File: src/rtl/reaction_pkg.sv
// Shared definitions for the reaction tester: outcome codes, session states, sizing helpers.
package reaction_pkg;

  localparam logic [1:0] ST_LEGAL = 2'b00;
  localparam logic [1:0] ST_EARLY = 2'b01;
  localparam logic [1:0] ST_LATE  = 2'b10;

  typedef enum logic [2:0] {
    S_IDLE,
    S_ARM,
    S_WAIT,
    S_GAP,
    S_DONE
  } session_state_e;

  function automatic int unsigned max3(input int unsigned a, input int unsigned b,
                                       input int unsigned c);
    int unsigned m;
    m = (a > b) ? a : b;
    return (m > c) ? m : c;
  endfunction

  // Counter width able to hold n-1, never narrower than one bit.
  function automatic int unsigned bits_for(input int unsigned n);
    return (n > 1) ? $clog2(n) : 1;
  endfunction

endpackage

File: src/rtl/cycle_timer.sv
// Loadable down-counter; expire_c is high for the single cycle the loaded count reaches zero.
module cycle_timer #(
  parameter int unsigned W = 8
) (
  input  logic         clk,
  input  logic         rstn,
  input  logic         load,
  input  logic [W-1:0] value,
  output logic         expire_c
);

  logic [W-1:0] cnt;
  logic         armed;

  always_ff @(posedge clk or negedge rstn) begin
    if (!rstn) begin
      cnt   <= '0;
      armed <= 1'b0;
    end else if (load) begin
      cnt   <= value;
      armed <= 1'b1;
    end else if (armed) begin
      if (cnt == '0) armed <= 1'b0;
      else           cnt   <= cnt - W'(1);
    end
  end

  assign expire_c = armed && (cnt == '0);

endmodule

File: src/rtl/reaction_session_ctrl.sv
// Multi-trial session sequencer for the reaction tester: arms each trial, waits for an
// outcome or timeout, spaces trials by a gap, and accumulates session statistics.
module reaction_session_ctrl
  import reaction_pkg::*;
#(
  parameter  int unsigned NUM_TRIALS     = 5,
  parameter  int unsigned RES_W          = 9,
  parameter  int unsigned START_HOLD     = 1_000_000,
  parameter  int unsigned GAP_CYCLES     = 50_000_000,
  parameter  int unsigned TIMEOUT_CYCLES = 600_000_000,
  localparam int unsigned CNT_W          = $clog2(NUM_TRIALS + 1)
) (
  input  logic                   clk,
  input  logic                   rstn,
  input  logic                   go,
  input  logic                   abort,
  input  logic                   trial_done,
  input  logic [RES_W-1:0]       trial_res,
  input  logic [1:0]             trial_status,
  output logic                   tester_start,
  output logic                   busy,
  output logic [CNT_W-1:0]       trial_idx,
  output logic [CNT_W-1:0]       ok_cnt,
  output logic [CNT_W-1:0]       early_cnt,
  output logic [CNT_W-1:0]       late_cnt,
  output logic [RES_W-1:0]       best_res,
  output logic [RES_W-1:0]       worst_res,
  output logic [RES_W+CNT_W-1:0] sum_res,
  output logic                   session_done
);

  localparam int unsigned SUM_W = RES_W + CNT_W;
  localparam int unsigned TMR_W = bits_for(max3(START_HOLD, GAP_CYCLES, TIMEOUT_CYCLES));

  session_state_e   state;
  logic             tmr_load;
  logic [TMR_W-1:0] tmr_value;
  logic             tmr_expire;
  logic             start_go, accept, timeout, arm_exp, gap_exp, record, last;
  logic             is_ok, is_early, is_late;

  cycle_timer #(.W(TMR_W)) u_timer (
    .clk      (clk),
    .rstn     (rstn),
    .load     (tmr_load),
    .value    (tmr_value),
    .expire_c (tmr_expire)
  );

  // Event decode and timer reload; abort masks everything, trial_done beats a timer expiry.
  always_comb begin
    start_go  = go && !abort && ((state == S_IDLE) || (state == S_DONE));
    accept    = trial_done && !abort && ((state == S_ARM) || (state == S_WAIT));
    timeout   = tmr_expire && !abort && !trial_done && (state == S_WAIT);
    arm_exp   = tmr_expire && !abort && !trial_done && (state == S_ARM);
    gap_exp   = tmr_expire && !abort && (state == S_GAP);
    record    = accept || timeout;
    last      = record && ((trial_idx + CNT_W'(1)) == CNT_W'(NUM_TRIALS));
    is_ok     = accept && (trial_status == ST_LEGAL);
    is_late   = timeout || (accept && (trial_status == ST_LATE));
    is_early  = accept && !is_ok && !is_late;
    tmr_load  = 1'b0;
    tmr_value = '0;
    if (start_go || gap_exp) begin
      tmr_load  = 1'b1;
      tmr_value = TMR_W'(START_HOLD - 1);
    end else if (arm_exp) begin
      tmr_load  = 1'b1;
      tmr_value = TMR_W'(TIMEOUT_CYCLES - 1);
    end else if (record && !last) begin
      tmr_load  = 1'b1;
      tmr_value = TMR_W'(GAP_CYCLES - 1);
    end
  end

  // Session FSM with registered outputs and statistics.
  always_ff @(posedge clk or negedge rstn) begin
    if (!rstn) begin
      state        <= S_IDLE;
      tester_start <= 1'b0;
      busy         <= 1'b0;
      trial_idx    <= '0;
      ok_cnt       <= '0;
      early_cnt    <= '0;
      late_cnt     <= '0;
      best_res     <= '1;
      worst_res    <= '0;
      sum_res      <= '0;
      session_done <= 1'b0;
    end else begin
      session_done <= 1'b0;
      if (abort) begin
        state        <= S_IDLE;
        tester_start <= 1'b0;
        busy         <= 1'b0;
      end else if (start_go) begin
        state        <= S_ARM;
        tester_start <= 1'b1;
        busy         <= 1'b1;
        trial_idx    <= '0;
        ok_cnt       <= '0;
        early_cnt    <= '0;
        late_cnt     <= '0;
        best_res     <= '1;
        worst_res    <= '0;
        sum_res      <= '0;
      end else if (record) begin
        tester_start <= 1'b0;
        trial_idx    <= trial_idx + CNT_W'(1);
        if (is_ok) begin
          ok_cnt  <= ok_cnt + CNT_W'(1);
          sum_res <= sum_res + SUM_W'(trial_res);
          if (trial_res < best_res)  best_res  <= trial_res;
          if (trial_res > worst_res) worst_res <= trial_res;
        end
        if (is_early) early_cnt <= early_cnt + CNT_W'(1);
        if (is_late)  late_cnt  <= late_cnt + CNT_W'(1);
        if (last) begin
          state        <= S_DONE;
          busy         <= 1'b0;
          session_done <= 1'b1;
        end else begin
          state <= S_GAP;
        end
      end else if (arm_exp) begin
        state        <= S_WAIT;
        tester_start <= 1'b0;
      end else if (gap_exp) begin
        state        <= S_ARM;
        tester_start <= 1'b1;
      end
    end
  end

endmodule

File: config.mk
export PLATFORM = sky130hd
export DESIGN_NAME = reaction_session_ctrl
export DESIGN_NICKNAME = d
export VERILOG_FILES = /design/src/rtl/reaction_pkg.sv /design/src/rtl/cycle_timer.sv /design/src/rtl/reaction_session_ctrl.sv
export SDC_FILE = /design/constraint.sdc
export NUM_CORES = 1
export LEC_CHECK = 0
export CAP_MARGIN = 20
export CELL_PAD_IN_SITES_DETAIL_PLACEMENT = 0
export CELL_PAD_IN_SITES_GLOBAL_PLACEMENT = 1
export CORE_AREA = 4 4 161 85
export DETAILED_ROUTE_END_ITERATION = 8
export DIE_AREA = 0 0 165 89
export HOLD_SLACK_MARGIN = 0.03
export PLACE_DENSITY_LB_ADDON = 0.1
export SKIP_LAST_GASP = 1
export SYNTH_ARGS = -nofsm -noshare
export SYNTH_HDL_FRONTEND = slang
export SYNTH_SLANG_ARGS = --single-unit
File: constraint.sdc
create_clock -name clk -period 8.3 [get_ports clk]
set_input_delay 1.66 -clock clk [delete_from_list [all_inputs] [get_ports clk]]
set_output_delay 1.66 -clock clk [all_outputs]
set_load 0.05 [all_outputs]
## After elaboration in Yosys (flattened, before gate mapping)

Index checks and enable logic that the tools add are counted.

| cells by class | value |
|---|---|
| order comparisons | 2 |
| bitwise gates (word level) | 1 |
| equal/unequal tests | 7 |
| muxes and demuxes | 53 |
| reductions and logical operators | 47 |
| $add $sub $neg | 6 |

Operators by type and width:

| operator | number |
|---|---|
| $mux 30 | 5 |
| $mux 9 | 8 |
| $mux 3 | 17 |
| $mux 12 | 3 |
| $logic_not 30->1 | 1 |
| $sub 30x1->30 const B | 1 |
| $mux 26 | 1 |
| $mux 1 | 19 |
| $logic_and 1x1->1 | 16 |
| $reduce_bool 2->1 | 7 |
| $add 12x9->12 | 1 |
| $add 3x1->3 const B | 4 |
| $gt 9x9->1 | 1 |
| $lt 9x9->1 | 1 |
| $reduce_and 3->1 | 3 |
| $reduce_and 4->1 | 2 |
| $eq 3x2->1 const B | 2 |
| $eq 3x3->1 const B | 2 |
| $reduce_and 2->1 | 3 |
| $reduce_bool 3->1 | 2 |
| $logic_not 1->1 | 5 |
| $logic_or 1x1->1 | 5 |
| $reduce_bool 5->1 | 1 |
| $eq 3x1->1 const B | 1 |
| other kinds (5) | 5 |

| storage, ports and cells | value |
|---|---|
| input bits | 16 |
| output and inout bits | 45 |
| flip-flop bits (word level) | 79 |

## Logic depth before layout (Yosys ltp)

Gate-level depths: netlist of the first run.

| depth | value |
|---|---|
| word-level depth | 14 |
| gate-level depth with buffers | 11 |
| depth with buffers taken out | 9 |

## Cells and area by module

From an unflattened synthesis of the first run, not the netlist that was laid out.

| unflattened totals | value |
|---|---|
| cell total of the unflattened synthesis | 552 |
| area total of the unflattened synthesis | 5031.1 µm² |

By module, submodules not included:

| module | cells an instance | area an instance (µm²) | sequential area each (µm²) | instances |
|---|---|---|---|---|
| reaction_session_ctrl | 319 | 3046.7 | 1212.4 | 1 |
| cycle_timer | 233 | 1984.4 | 775.7 | 1 |

## Worst setup path before layout of the first run

No wires, ideal clock.

| timing | value |
|---|---|
| path kind | input to register |
| start | in trial_res[1] |
| end | reg worst_res[4] |
| arrival | 3.689 ns |
| stages | 7 |
| path slack | 4.486 ns |
| path through | ha_1 -> nor2b_1 -> o21a_1 -> o21ai_0 -> a21oi_1 -> o31ai_1 -> mux2_2 |

| between the ends | value |
|---|---|
| word-level cells in the longest chain between the ends | 3 |

Ends and longest elaborated chain:

| item | RTL line | source |
|---|---|---|
| start, declared | reaction_session_ctrl.sv:18 | `input logic [RES_W-1:0] trial_res,` |
| $gt 9x9->1 | reaction_session_ctrl.sv:114 | `if (trial_res > worst_res) worst_res <= trial_res;` |
| $reduce_bool 2->1 (no source line) | - |  |
| $reduce_and 4->1 (no source line) | - |  |
| end signal, assigned | reaction_session_ctrl.sv:114 |  |
| end, declared | reaction_session_ctrl.sv:27 | `output logic [RES_W-1:0] worst_res,` |

No other way between the ends.
A chain may end at the register's enable or synchronous reset.

## Worst setup path in the final report of the first run

| timing | value |
|---|---|
| start | in abort |
| end | reg u_timer.cnt[8] |

| between the ends | value |
|---|---|
| word-level cells in the longest chain between the ends | 13 |
| elaborated cells between the ends (all ways) | 24 |
| those cells by class | eq/ne: 1; mux: 6; reduce/logical: 17 |

Ends and longest elaborated chain:

| item | RTL line | source |
|---|---|---|
| start, declared | reaction_session_ctrl.sv:16 | `input logic abort,` |
| $logic_not 1->1 (*) | - |  |
| $logic_and 1x1->1 | reaction_session_ctrl.sv:54, reaction_session_ctrl.sv:55, reaction_session_ctrl.sv:56 |  |
| $logic_and 1x1->1 | reaction_session_ctrl.sv:54, reaction_session_ctrl.sv:55 |  |
| $logic_and 1x1->1 | reaction_session_ctrl.sv:54 | `timeout = tmr_expire && !abort && !trial_done && (state == S_WAIT);` |
| $logic_or 1x1->1 | reaction_session_ctrl.sv:57 | `record = accept \|\| timeout;` |
| $logic_and 1x1->1 | reaction_session_ctrl.sv:58 | `last = record && ((trial_idx + CNT_W'(1)) == CNT_W'(NUM_TRIALS));` |
| $logic_not 1->1 | reaction_session_ctrl.sv:70 | `end else if (record && !last) begin` |
| $logic_and 1x1->1 | reaction_session_ctrl.sv:70 |  |
| $mux 1 | reaction_session_ctrl.sv:70 |  |
| $mux 1 | reaction_session_ctrl.sv:67 | `end else if (arm_exp) begin` |
| $mux 1 | reaction_session_ctrl.sv:64 | `if (start_go \|\| gap_exp) begin` |
| $ne 2x2->1 (no source line) / $reduce_bool 2->1 (equally long branches) | - |  |
| $reduce_and 2->1 (no source line) | - |  |
| end signal, assigned | cycle_timer.sv:20 | `cnt <= value;` |
| end signal, assigned | cycle_timer.sv:24 | `else cnt <= cnt - W'(1);` |
| end, declared | cycle_timer.sv:12 | `logic [W-1:0] cnt;` |

Every way passes the cells marked *; elsewhere a longest branch is shown, timed or not.

==> impl_summary.txt, run 1 <==
----------------------------------------------------
[Global routing]
  Global-route wire length before repair ... 21,790 um
  GRT Resource Usage Total ... 19.51%
  Maximum number of pins on one net before global-route repair ... 80
  Number of global-route vias before repair ... 3,840
  Total global routing overflow ... 0
  Initial antenna violation count ... 0

[Critical path]
  Delay of the slowest critical-path stage ... 0.88 ns
  Critical Path Stages ... 6
  Type of element capturing the critical path ... flop
  Type of the worst setup path ... primary input to flop
  Required time of the worst setup path ... 8.53 ns
  Max stage delay cell, worst path ... sky130_fd_sc_hd__o21ba_1
  Arrival time at the worst endpoint ... ~4.5 ns
  Worst Reg-to-Reg Cells ... 6
  Crit path max-delay family ... compound AO/OA/AOI/OAI gates
  Number of buffer and inverter stages on the critical path ... 1
  Peak fanout along the critical path ... 30
  Launching element type of the critical path ... primary input
  Cell chain of the critical path ... clkdlybuf4s50_1 -> or4b_2 -> o21ai_0 -> o21ba_1 -> a22oi_1 -> o22a_1

[Final layout]
  Final core utilization ... 48.06%
  Area of combinational cells with multiple inputs ... 0.002610 sq mm
  Most common library cell in the layout ignoring fill and taps ... sky130_fd_sc_hd__dfrtp_1
  Number of fill cells in the layout ... 1,172
  Number of antenna repair diodes ... 0
  Net total in the final layout ... just over 600
  Final Instance Area ... 0.005947 sq mm
  Area Overhead vs Synth ... 22.82%
  Top library cells by usage in the layout, fill and taps aside ... sky130_fd_sc_hd__dfrtp_1 (70), sky130_fd_sc_hd__clkdlybuf4s50_1 (59), sky130_fd_sc_hd__nand2_1 (46), sky130_fd_sc_hd__inv_1 (41), sky130_fd_sc_hd__nor2_1 (40)
  Share of layout cells above drive strength 1 ... 9.739%
  Area of all sequential standard cells ... between 0.0015 and 0.002 sq mm

[Hold path]
  Hold Path Stages ... 1
  Min-delay worst type ... flop to flop

[Routing]
  DRC violation count after routing ... 0
  1st-pass router iterations ... 7
  Post-DR wirelength/cell ... 18.15 um
  Overall routed net length ... between 10,000 and 15,000 um
  Post-DR vias/cell ... ~5.4
  Antenna-violating nets left ... 0
  Total number of vias ... about 4,000
  DR iter-0 viols ... about 250

[Place]
  Standard cell area after detailed placement ... between 0.005 and 0.006 sq mm
  Half-perimeter wire length of the detailed placement result ... 9970 um
  Dpl ws ... around 3.7 ns
  Gpl congestion ... 0.7988
  Count of input and output buffers ... 60

[STA]
  Period utilisation layout ... 51.24%
  Total of endpoints with negative setup slack in the final report ... 0
  Post-route worst setup slack ... ~4.0 ns
  RSZ-0062 raised after global routing ... no
  Max-slew violation count ... 0
  Remaining max-slew budget at the tightest pin ... 38.41%
  Peak Freq ... roughly 240 MHz
  Final critical-path required period ... 4.253 ns
  Worst slew pin tran ... between 0.9 and 1 ns
  Aggregate negative setup slack ... 0 ns
  Clock Skew ... between 0.008 and 0.009 ns
  Final hold violation count ... 0

[Logic synthesis]
  Total of warnings raised by yosys ... 0
  Synthesized area divided by synthesized cell count ... 9.439 sq um
  Fraction of synthesis flops using an asynchronous set or reset pin ... between 90% and 100%
  Number of nets produced by synthesis ... 563
  XOR/XNOR share of the synthesized area ... 5.065%
  Number of flops mapped to enable cells by yosys ... 0
  Synthesized-area fraction occupied by ao, oa, aoi and oai cells ... between 15 and 20%
  Synth Flop Type ... sky130_fd_sc_hd__dfrtp_1
  Number of library cell types mapped by synthesis ... 71
  Main combinational cell family by area after synthesis ... simple AND/OR/NAND/NOR gates
  Instance count of the mapped netlist ... 513
  Area share of and/or/nand/nor cells after synthesis ... between 10% and 20%
  Multiplexer area fraction after synthesis ... under 10%
  Number of synthesized register bits ... 79
  Post-synth design cell area ... 0.004842 sq mm
  Adder and majority cell fraction of the synthesized area ... 8.941%
  Sequential fraction of the synthesis area ... 41.06%

[Floorplanning]
  Core region area ... about 0.012 sq mm
  Chip height ... 89 um
  Top-level I/O count ... 61
  Standard-cell rows ... 29
  Overall die width ... approximately 170 um
  DIE AREA ... 0.01469 sq mm
  Initial Util ... 39.13%

[Clock network]
  Root buffer cell ... sky130_fd_sc_hd__clkbuf_16
  Hold bufs inserted after CTS ... 0
  TritonCTS clock tree ... done
  Number of CTS-inserted buffers ... 9
  Reg clk slew, reported paths ... 0.06 ns
  Clk buf depth ... 2
  Worst-Skew Late Latency ... ~0.34 ns
  Setup Buffers After CTS ... 0
  # resized after CTS ... 0
  Number of clock sinks ... 79
  Maximum level of the CTS H-tree ... 3

[Power]
  Share of total power in combinational logic ... 44.7%
  Clock power frac ... 22.5%
  Power share of the sequential group ... between 30% and 40%
  Leakage power ... around 0.0028 uW
  Max VDD drop ... around 0.16 mV
  Total power after layout ... 1843 uW
  Net switching power ... around 800 uW
  Power density over the cells ... between 300 and 400 mW/mm^2
  Switching part of the total power ... 43.67%
  Internal Power ... between 1000 and 1500 uW

[Job]
  Maxcap violations ... 0

[Outcome]
  Run status ... complete, no violations

----------------------------------------------------
-- per-stage QoR --
stage,instances,hold WS [ns]
final,745,0.4889
after detailed placement,728,0.4797
after global routing,745,0.5411
after global placement,727,0.4769
after floorplan,513,0.4641
after CTS,744,0.4963
-- flip-flops by register name, indices dropped and copies added (netlist names), 3 cells and up --
register,flops
trial_idx,3
sum_res,12
u_timer.cnt,30
ok_cnt,3
worst_res,9
state,3
best_res,9
early_cnt,3
late_cnt,3
-- final cells by class --
cell class / instances / share of cell area, %
repair buffers: 67 / 11.40
well taps: 170 / 3.577
clock buffers: 9 / 3.787
clock inverters: 7 / 1.325
multi-input cells: 372 / 43.89
inverters: 41 / 2.588
flip-flops and latches: 79 / 33.43
-- cell families after synthesis --
kind of cell	count (synthesis)
AND/OR/NAND/NOR	179
AO/OA/AOI/OAI	110
flip-flops	79
buffers and inverters	62
adder cells (fa/ha/maj)	34
XOR/XNOR	28
multiplexers	21
-- synthesized netlist by cell type, types with 7 or more instances --
master | number | area share [%]
sky130_fd_sc_hd__nand3_1 | 20 | 2.1
sky130_fd_sc_hd__dfstp_2 | 9 | 4.9
sky130_fd_sc_hd__mux2i_1 | 17 | 3.5
sky130_fd_sc_hd__nor2_1 | 40 | 3.1
sky130_fd_sc_hd__xor2_1 | 13 | 2.4
sky130_fd_sc_hd__inv_1 | 41 | 3.2
sky130_fd_sc_hd__or3_1 | 12 | 1.6
sky130_fd_sc_hd__clkbuf_1 | 14 | 1.1
sky130_fd_sc_hd__ha_1 | 33 | 8.5
sky130_fd_sc_hd__dfrtp_1 | 70 | 36
sky130_fd_sc_hd__a21o_1 | 12 | 1.9
sky130_fd_sc_hd__nor3_1 | 13 | 1.3
sky130_fd_sc_hd__a22oi_1 | 7 | 1.1
sky130_fd_sc_hd__o21ai_0 | 17 | 1.8
sky130_fd_sc_hd__xnor2_1 | 15 | 2.7
sky130_fd_sc_hd__nor4_1 | 8 | 1.0
sky130_fd_sc_hd__nand2_1 | 46 | 3.6
sky130_fd_sc_hd__a21oi_1 | 23 | 2.4
-- power groups by stage --
stage / Clock, uW / Sequential [uW] / Combinational [uW]
after CTS: 426 / 604 / 824
final: 415 / 604 / 824
after global routing: 442 / 623 / 902
after detailed placement: 0 / 609 / 821
after floorplan: 0 / 785 / 383
after global placement: 0 / 605 / 809
-- worst paths after layout --
kind / end / startpoint / slack [ns]
worst max-delay path: u_timer.cnt[8] / abort / 4.05
worst min-delay path: tester_start / tester_start / 0.49
worst max register to register: u_timer.cnt[18] / u_timer.cnt[8] / 4.89
worst min register to register: tester_start / tester_start / 0.49
max in group asynchronous: best_res[0] / rstn / 6.51
min in group asynchronous: u_timer.cnt[27] / rstn / 1.15
-- metal layers --
metal	track usage [%]	vias up	share of wire, %
li1	-	1943	-
met1	33.39	1966	60
met2	23.41	93	34
met3	4.836	10	5.1
met4	3.623	0	0.64
met5	0	-	0
Note: power is estimated with default switching activity, not from simulation.
==> run 2: changes to the inputs <==
==> constraint.sdc (replaced) <==
create_clock -name clk -period 4.43 [get_ports clk]
set_input_delay 0.886 -clock clk [delete_from_list [all_inputs] [get_ports clk]]
set_output_delay 0.886 -clock clk [all_outputs]
set_load 0.05 [all_outputs]
==> run 2 against run 1 <==
Wire length rose by 1.0%. Highest routed layer unchanged. Largest cell class unchanged. Core utilization rose by 0.11 points. Sequential power rose by 87%. Sequential share of layout area fell by 0.077 points. Largest power group unchanged.
==> impl_summary.txt, run 2 (same netlist as run 1, synthesis figures left out) <==
----------------------------------------------------
[Clock network]
  Reg clk slew, reported paths ... 0.07 ns (about the same)
  Hold bufs inserted after CTS ... 0 (unchanged)
  Setup Buffers After CTS ... 0 (unchanged)
  TritonCTS clock tree ... done
  Clk buf depth ... 2 (unchanged)
  Maximum level of the CTS H-tree ... 3 (unchanged)
  Root buffer cell ... sky130_fd_sc_hd__clkbuf_16
  Number of CTS-inserted buffers ... 9 (unchanged)
  # resized after CTS ... 0 (unchanged)
  Number of clock sinks ... 79 (unchanged)
  Worst-Skew Late Latency ... 0.34 ns (about the same)

[Critical path]
  Peak fanout along the critical path ... 22 (-27%)
  Number of buffer and inverter stages on the critical path ... 1 (unchanged)
  Crit path max-delay family ... compound AO/OA/AOI/OAI gates
  Type of the worst setup path ... flop to flop
  Max stage delay cell, worst path ... sky130_fd_sc_hd__o31ai_4
  Launching element type of the critical path ... flop
  Arrival time at the worst endpoint ... 3.63 ns (-0.85 ns)
  Cell chain of the critical path ... or4_4 -> or4_1 -> o31ai_4 -> buf_4 -> a2bb2oi_1 -> o22a_1
  Delay of the slowest critical-path stage ... 0.97 ns (+0.09 ns)
  Critical Path Stages ... 6 (unchanged)
  Type of element capturing the critical path ... flop
  Worst Reg-to-Reg Cells ... 6 (unchanged)
  Required time of the worst setup path ... 4.66 ns (-3.87 ns)

[Routing]
  Post-DR vias/cell ... 5.497 (+2.1%)
  DRC violation count after routing ... 0 (unchanged)
  DR iter-0 viols ... 256 (+3.2%)
  Antenna-violating nets left ... 0 (unchanged)
  Overall routed net length ... 13,660 um (+1.0%)
  Post-DR wirelength/cell ... 18.24 um (+0.50%)
  Total number of vias ... 4,117 (+2.6%)
  1st-pass router iterations ... 5 (-2)

[Final layout]
  Flip-flop count of the largest register, all copies and words added ... 30 (unchanged)
  Net total in the final layout ... 624 (+0.65%)
  Number of antenna repair diodes ... 0 (unchanged)
  Number of fill cells in the layout ... 1,193 (+1.8%)
  Area of all sequential standard cells ... 0.001988 sq mm (unchanged)
  Registers with the most flip-flops ... u_timer.cnt (30), sum_res (12)
  Area Overhead vs Synth ... 23.10%
  Final Instance Area ... 0.005961 sq mm (+0.23%)
  Share of layout cells above drive strength 1 ... 10.36% (+0.62 points)
  Top library cells by usage in the layout, fill and taps aside ... sky130_fd_sc_hd__dfrtp_1 (70), sky130_fd_sc_hd__clkdlybuf4s50_1 (59), sky130_fd_sc_hd__nand2_1 (46), sky130_fd_sc_hd__inv_1 (41), sky130_fd_sc_hd__nor2_1 (40)
  Top reg by flops ... u_timer.cnt
  Most common library cell in the layout ignoring fill and taps ... sky130_fd_sc_hd__dfrtp_1
  Area of combinational cells with multiple inputs ... 0.002610 sq mm (unchanged)

[Hold path]
  Min-delay worst type ... flop to flop
  Hold Path Stages ... 2 (+1)

[STA]
  Period utilisation layout ... between 70% and 80%
  Worst slew pin tran ... 1.037 ns (+0.1200 ns)
  Total of endpoints with negative setup slack in the final report ... 0 (unchanged)
  Clock Skew ... 0.008802 ns (+0.0004303 ns)
  Remaining max-slew budget at the tightest pin ... 30.88% (-7.5 points)
  Post-route worst setup slack ... 1.036 ns (-3.011 ns)
  Aggregate negative setup slack ... 0 ns (unchanged)
  Final hold violation count ... 0 (unchanged)
  RSZ-0062 raised after global routing ... no
  Peak Freq ... 294.6 MHz
  Final critical-path required period ... 3.394 ns
  Max-slew violation count ... 0 (unchanged)

[Outcome]
  Run status ... complete, no violations

[Power]
  Max VDD drop ... 0.2825 mV (+78%)
  Total power after layout ... 3485 uW (+89%)
  Leakage power ... 0.002783 uW (+0.70%)
  Power density over the cells ... 584.7 mW/mm^2 (+89%)

[Place]
  Gpl congestion ... 0.7923 (-0.81%)
  Standard cell area after detailed placement ... 0.005645 sq mm (+0.53%)
  Count of input and output buffers ... 60 (unchanged)
  Dpl ws ... 0.8450 ns (-2.856 ns)
  Half-perimeter wire length of the detailed placement result ... 10,150 um (+1.8%)

[Global routing]
  Number of global-route vias before repair ... 3,923 (+2.2%)
  Maximum number of pins on one net before global-route repair ... 51 (-36%)
  Total global routing overflow ... 0 (unchanged)
  Global-route wire length before repair ... 22,120 um (+1.5%)
  GRT Resource Usage Total ... 19.79% (+0.28 points)
  Initial antenna violation count ... 0 (unchanged)

[Floorplanning]
  Top-level I/O count ... 61 (unchanged)
  Overall die width ... 165 um (unchanged)
  Core region area ... 0.01237 sq mm (unchanged)
  DIE AREA ... 0.01469 sq mm (unchanged)
  Initial Util ... 39.13% (unchanged)
  Standard-cell rows ... 29 (unchanged)
  Chip height ... 89 um (unchanged)

[Job]
  Maxcap violations ... 0 (unchanged)

----------------------------------------------------
==> run 2: cell count changes in the layout (fill, tap and decap cells not counted) <==
cell,previous run,this run
sky130_fd_sc_hd__buf_8,1,0
sky130_fd_sc_hd__buf_16,1,0
sky130_fd_sc_hd__clkinvlp_4,3,2
sky130_fd_sc_hd__clkbuf_8,0,2
sky130_fd_sc_hd__buf_4,6,12
sky130_fd_sc_hd__inv_6,3,2
==> run 2: final cells by class <==
type	instances	share of cell area [%]
sequential	79	33.35
multi-input combinational	372	43.79
clock buffer	11	4.240
tap	170	3.568
clock inverter	5	1.050
timing repair buffer	71	11.42
inverter	41	2.582
==> run 2: worst register-to-register path: cells and delay by family, from the launching register on <==
| kind | cells | cell delay (ns) |
|---|---|---|
| AOI/OAI and AO/OA | 3 | 1.28 |
| DFF | 1 | 0.45 |
| and+or+nand+nor | 2 | 1.26 |
| buffers and inverters | 1 | 0.30 |
==> run 2: final timing paths <==
| kind | from | to | slack (ns) |
|---|---|---|---|
| worst max register to register | u_timer.cnt[8] | u_timer.cnt[10] | 1.04 |
| worst max-delay path | u_timer.cnt[8] | u_timer.cnt[10] | 1.04 |
| worst min register to register | u_timer.cnt[1] | u_timer.cnt[1] | 0.50 |
| min in group asynchronous | rstn | u_timer.cnt[28] | 0.57 |
| max in group asynchronous | rstn | best_res[7] | 2.91 |
| worst min-delay path | u_timer.cnt[1] | u_timer.cnt[1] | 0.50 |
==> run 2: report_power, final <==
| group | internal, uW | switching, uW |
|---|---|---|
| clock network | 472 | 321 |
| registers | 932 | 201 |
| logic | 581 | 978 |
==> run 2: stage by stage <==
stage / util (%) / instances / hold slack (ns)
3_3_place_gp: 45.63 / 733 / 0.4790
3_5_place_dp: 45.63 / 733 / 0.4832
2_1_floorplan: - / 513 / 0.4641
4_1_cts: 48.17 / 749 / 0.5093
6_report: 48.17 / 749 / 0.5000
5_1_grt: 48.17 / 749 / 0.5255
==> run 2: per-layer routing <==
layer | GRT usage [%] | up-vias | wire length, um
met5 | 0 | - | 0
met4 | 3.849 | 0 | 113
met3 | 5.620 | 12 | 908
met2 | 24.52 | 128 | 4842
met1 | 32.74 | 2028 | 7796
li1 | - | 1949 | -
==> run 3: changes to the inputs <==
==> constraint.sdc (replaced) <==
create_clock -name clk -period 3.4 [get_ports clk]
set_input_delay 0.68 -clock clk [delete_from_list [all_inputs] [get_ports clk]]
set_output_delay 0.68 -clock clk [all_outputs]
set_load 0.05 [all_outputs]
==> run 3 against run 2 <==
Wire length fell by 1.4%. Sequential share of layout area fell by 0.65 points. Cell count rose by 1.5%. Clock-buffer cell count fell by 1. Design area rose by 2.0%. Via count fell by 1.7%. Critical path depth rose by 1. Largest cell class unchanged. Flip-flop and latch count did not move. Register-to-register slack got worse by 0.78 ns. Critical endpoint is now u_timer.cnt[29]. Total power rose by 31%. Largest power group unchanged. Non-clock buffer count rose by 11.
==> impl_summary.txt, run 3 (same netlist as run 1, synthesis figures left out) <==
----------------------------------------------------
[Critical path]
  Max stage delay cell, worst path ... sky130_fd_sc_hd__or4_1
  Type of the worst setup path ... flop to flop
  Peak fanout along the critical path ... 6 (-73%)
  Type of element capturing the critical path ... flop
  Delay of the slowest critical-path stage ... 0.65 ns (-0.32 ns)
  Cell chain of the critical path ... or4_4 -> or4_1 -> buf_4 -> nor4_1 -> nor2b_1 -> a31oi_1 -> o22a_1
  Launching element type of the critical path ... flop
  Arrival time at the worst endpoint ... 3.37 ns (-0.26 ns)
  Number of buffer and inverter stages on the critical path ... 1 (unchanged)
  Required time of the worst setup path ... 3.63 ns (-1.03 ns)
  Crit path max-delay family ... simple AND/OR/NAND/NOR gates

[Clock network]
  Hold bufs inserted after CTS ... 0 (unchanged)
  Root buffer cell ... sky130_fd_sc_hd__clkbuf_16
  Clk buf depth ... 2 (unchanged)
  Worst-Skew Late Latency ... 0.34 ns (about the same)
  TritonCTS clock tree ... done
  Setup Buffers After CTS ... 0 (unchanged)
  Number of CTS-inserted buffers ... 9 (unchanged)
  Reg clk slew, reported paths ... 0.06 ns (about the same)
  Maximum level of the CTS H-tree ... 3 (unchanged)
  # resized after CTS ... 0 (unchanged)
  Number of clock sinks ... 79 (unchanged)

[STA]
  Post-route worst setup slack ... 0.2588 ns (-0.7773 ns)
  Max-slew violation count ... 0 (unchanged)
  Peak Freq ... 318.3 MHz (+8.0%)
  RSZ-0062 raised after global routing ... no
  Remaining max-slew budget at the tightest pin ... 40.71% (+9.8 points)
  Final critical-path required period ... 3.141 ns (-0.2527 ns)
  Final hold violation count ... 0 (unchanged)
  Total of endpoints with negative setup slack in the final report ... 0 (unchanged)
  Aggregate negative setup slack ... 0 ns (unchanged)
  Worst slew pin tran ... 0.8894 ns (-0.1475 ns)
  Period utilisation layout ... 92.39% (+16 points)
  Clock Skew ... 0.005762 ns (-0.003040 ns)

[Place]
  Gpl congestion ... 0.8049 (+1.6%)
  Dpl ws ... 0.2739 ns (-0.5711 ns)
  Count of input and output buffers ... 60 (unchanged)
  Half-perimeter wire length of the detailed placement result ... 10,090 um (-0.61%)

[Power]
  Power density over the cells ... 753.0 mW/mm^2 (+29%)
  Max VDD drop ... 0.5659 mV (+100%)
  Leakage power ... 0.002851 uW (+2.4%)

[Floorplanning]
  Initial Util ... 39.13% (unchanged)
  Standard-cell rows ... 29 (unchanged)
  Chip height ... 89 um (unchanged)
  Core region area ... 0.01237 sq mm (unchanged)
  DIE AREA ... 0.01469 sq mm (unchanged)
  Overall die width ... 165 um (unchanged)
  Top-level I/O count ... 61 (unchanged)

[Routing]
  Post-DR wirelength/cell ... 17.72 um (-2.8%)
  1st-pass router iterations ... 5 (unchanged)
  Post-DR vias/cell ... 5.328 (-3.1%)
  DR iter-0 viols ... 348 (+36%)
  Antenna-violating nets left ... 0 (unchanged)
  Total number of vias ... 4,049 (-1.7%)
  Overall routed net length ... 13,470 um (-1.4%)
  DRC violation count after routing ... 0 (unchanged)

[Final layout]
  Final core utilization ... 49.14% (+0.96 points)
  Number of antenna repair diodes ... 0 (unchanged)
  Number of fill cells in the layout ... 1,153 (-3.4%)
  Net total in the final layout ... 635 (+1.8%)
  Area Overhead vs Synth ... 25.56%
  Most common library cell in the layout ignoring fill and taps ... sky130_fd_sc_hd__dfrtp_1
  Flip-flop count of the largest register, all copies and words added ... 30 (unchanged)
  Top reg by flops ... u_timer.cnt
  Share of layout cells above drive strength 1 ... 11.86% (+1.5 points)
  Top library cells by usage in the layout, fill and taps aside ... sky130_fd_sc_hd__dfrtp_1 (70), sky130_fd_sc_hd__clkdlybuf4s50_1 (59), sky130_fd_sc_hd__nand2_1 (46), sky130_fd_sc_hd__inv_1 (41), sky130_fd_sc_hd__nor2_1 (40)
  Registers with the most flip-flops ... u_timer.cnt (30), sum_res (12)

[Global routing]
  GRT Resource Usage Total ... 19.68% (-0.10 points)
  Global-route wire length before repair ... 22,040 um (-0.38%)
  Number of global-route vias before repair ... 3,949 (+0.66%)
  Initial antenna violation count ... 0 (unchanged)
  Maximum number of pins on one net before global-route repair ... 80 (+57%)
  Total global routing overflow ... 0 (unchanged)

[Job]
  Maxcap violations ... 0 (unchanged)

[Outcome]
  Run status ... complete, no violations

[Hold path]
  Min-delay worst type ... primary input to async pin

----------------------------------------------------
run 3: changes by cell type in the layout (fill, tap and decap cells not counted), sizes merged:
cell / change
clkbuf: -1
clkinvlp: -1
buf: +11
bufinv: +1
clkinv: +1
run 3: layout make-up:
class | instances | area, sq um | area share (%)
tap | 170 | 212.7 | 3.499
multi-input combinational | 372 | 2610 | 42.93
clock inverter | 6 | 90.09 | 1.482
sequential | 79 | 1988 | 32.70
timing repair buffer | 82 | 795.8 | 13.09
inverter | 41 | 153.9 | 2.531
clock buffer | 10 | 229.0 | 3.766
run 3: power breakdown:
| group | total [uW] | internal (uW) | switching, uW |
|---|---|---|---|
| Clock | 1060 | 648 | 411 |
| Sequential | 1470 | 1210 | 259 |
| Combinational | 2050 | 774 | 1270 |
run 3: metal layers:
| metal | global-route usage [%] | up-vias | wire (um) |
|---|---|---|---|
| met1 | 33.95 | 1946 | 7904 |
| met5 | 0 | - | 0 |
| met2 | 23.96 | 114 | 4788 |
| met3 | 3.685 | 8 | 689 |
| met4 | 4.226 | 0 | 85 |
| li1 | - | 1981 | - |
run 3: worst paths after layout:
check                                startpoint              end  slack, ns  cells past startpoint
worst min-delay path                       rstn  u_timer.cnt[27]       0.23                      1
worst min register to register   u_timer.cnt[0]   u_timer.cnt[0]       0.50                      2
max in group asynchronous                  rstn      best_res[2]       2.49                      2
worst max-delay path            u_timer.cnt[10]  u_timer.cnt[29]       0.26                      7
min in group clk                 u_timer.cnt[0]   u_timer.cnt[0]       0.50                      2
worst max register to register  u_timer.cnt[10]  u_timer.cnt[29]       0.26                      7
run 3: metrics by stage:
step                      instance area, sq um  total power [uW]  hold WS [ns]  std cells
after floorplan                           4842              2851        0.3844        513
after global placement                    5733              3503        0.4744        743
after detailed placement                  5733              3524        0.4785        743
after CTS                                 6052              4606        0.4960        759
after global routing                      6080              4888        0.2399        760
final                                     6080              4578        0.2342        760
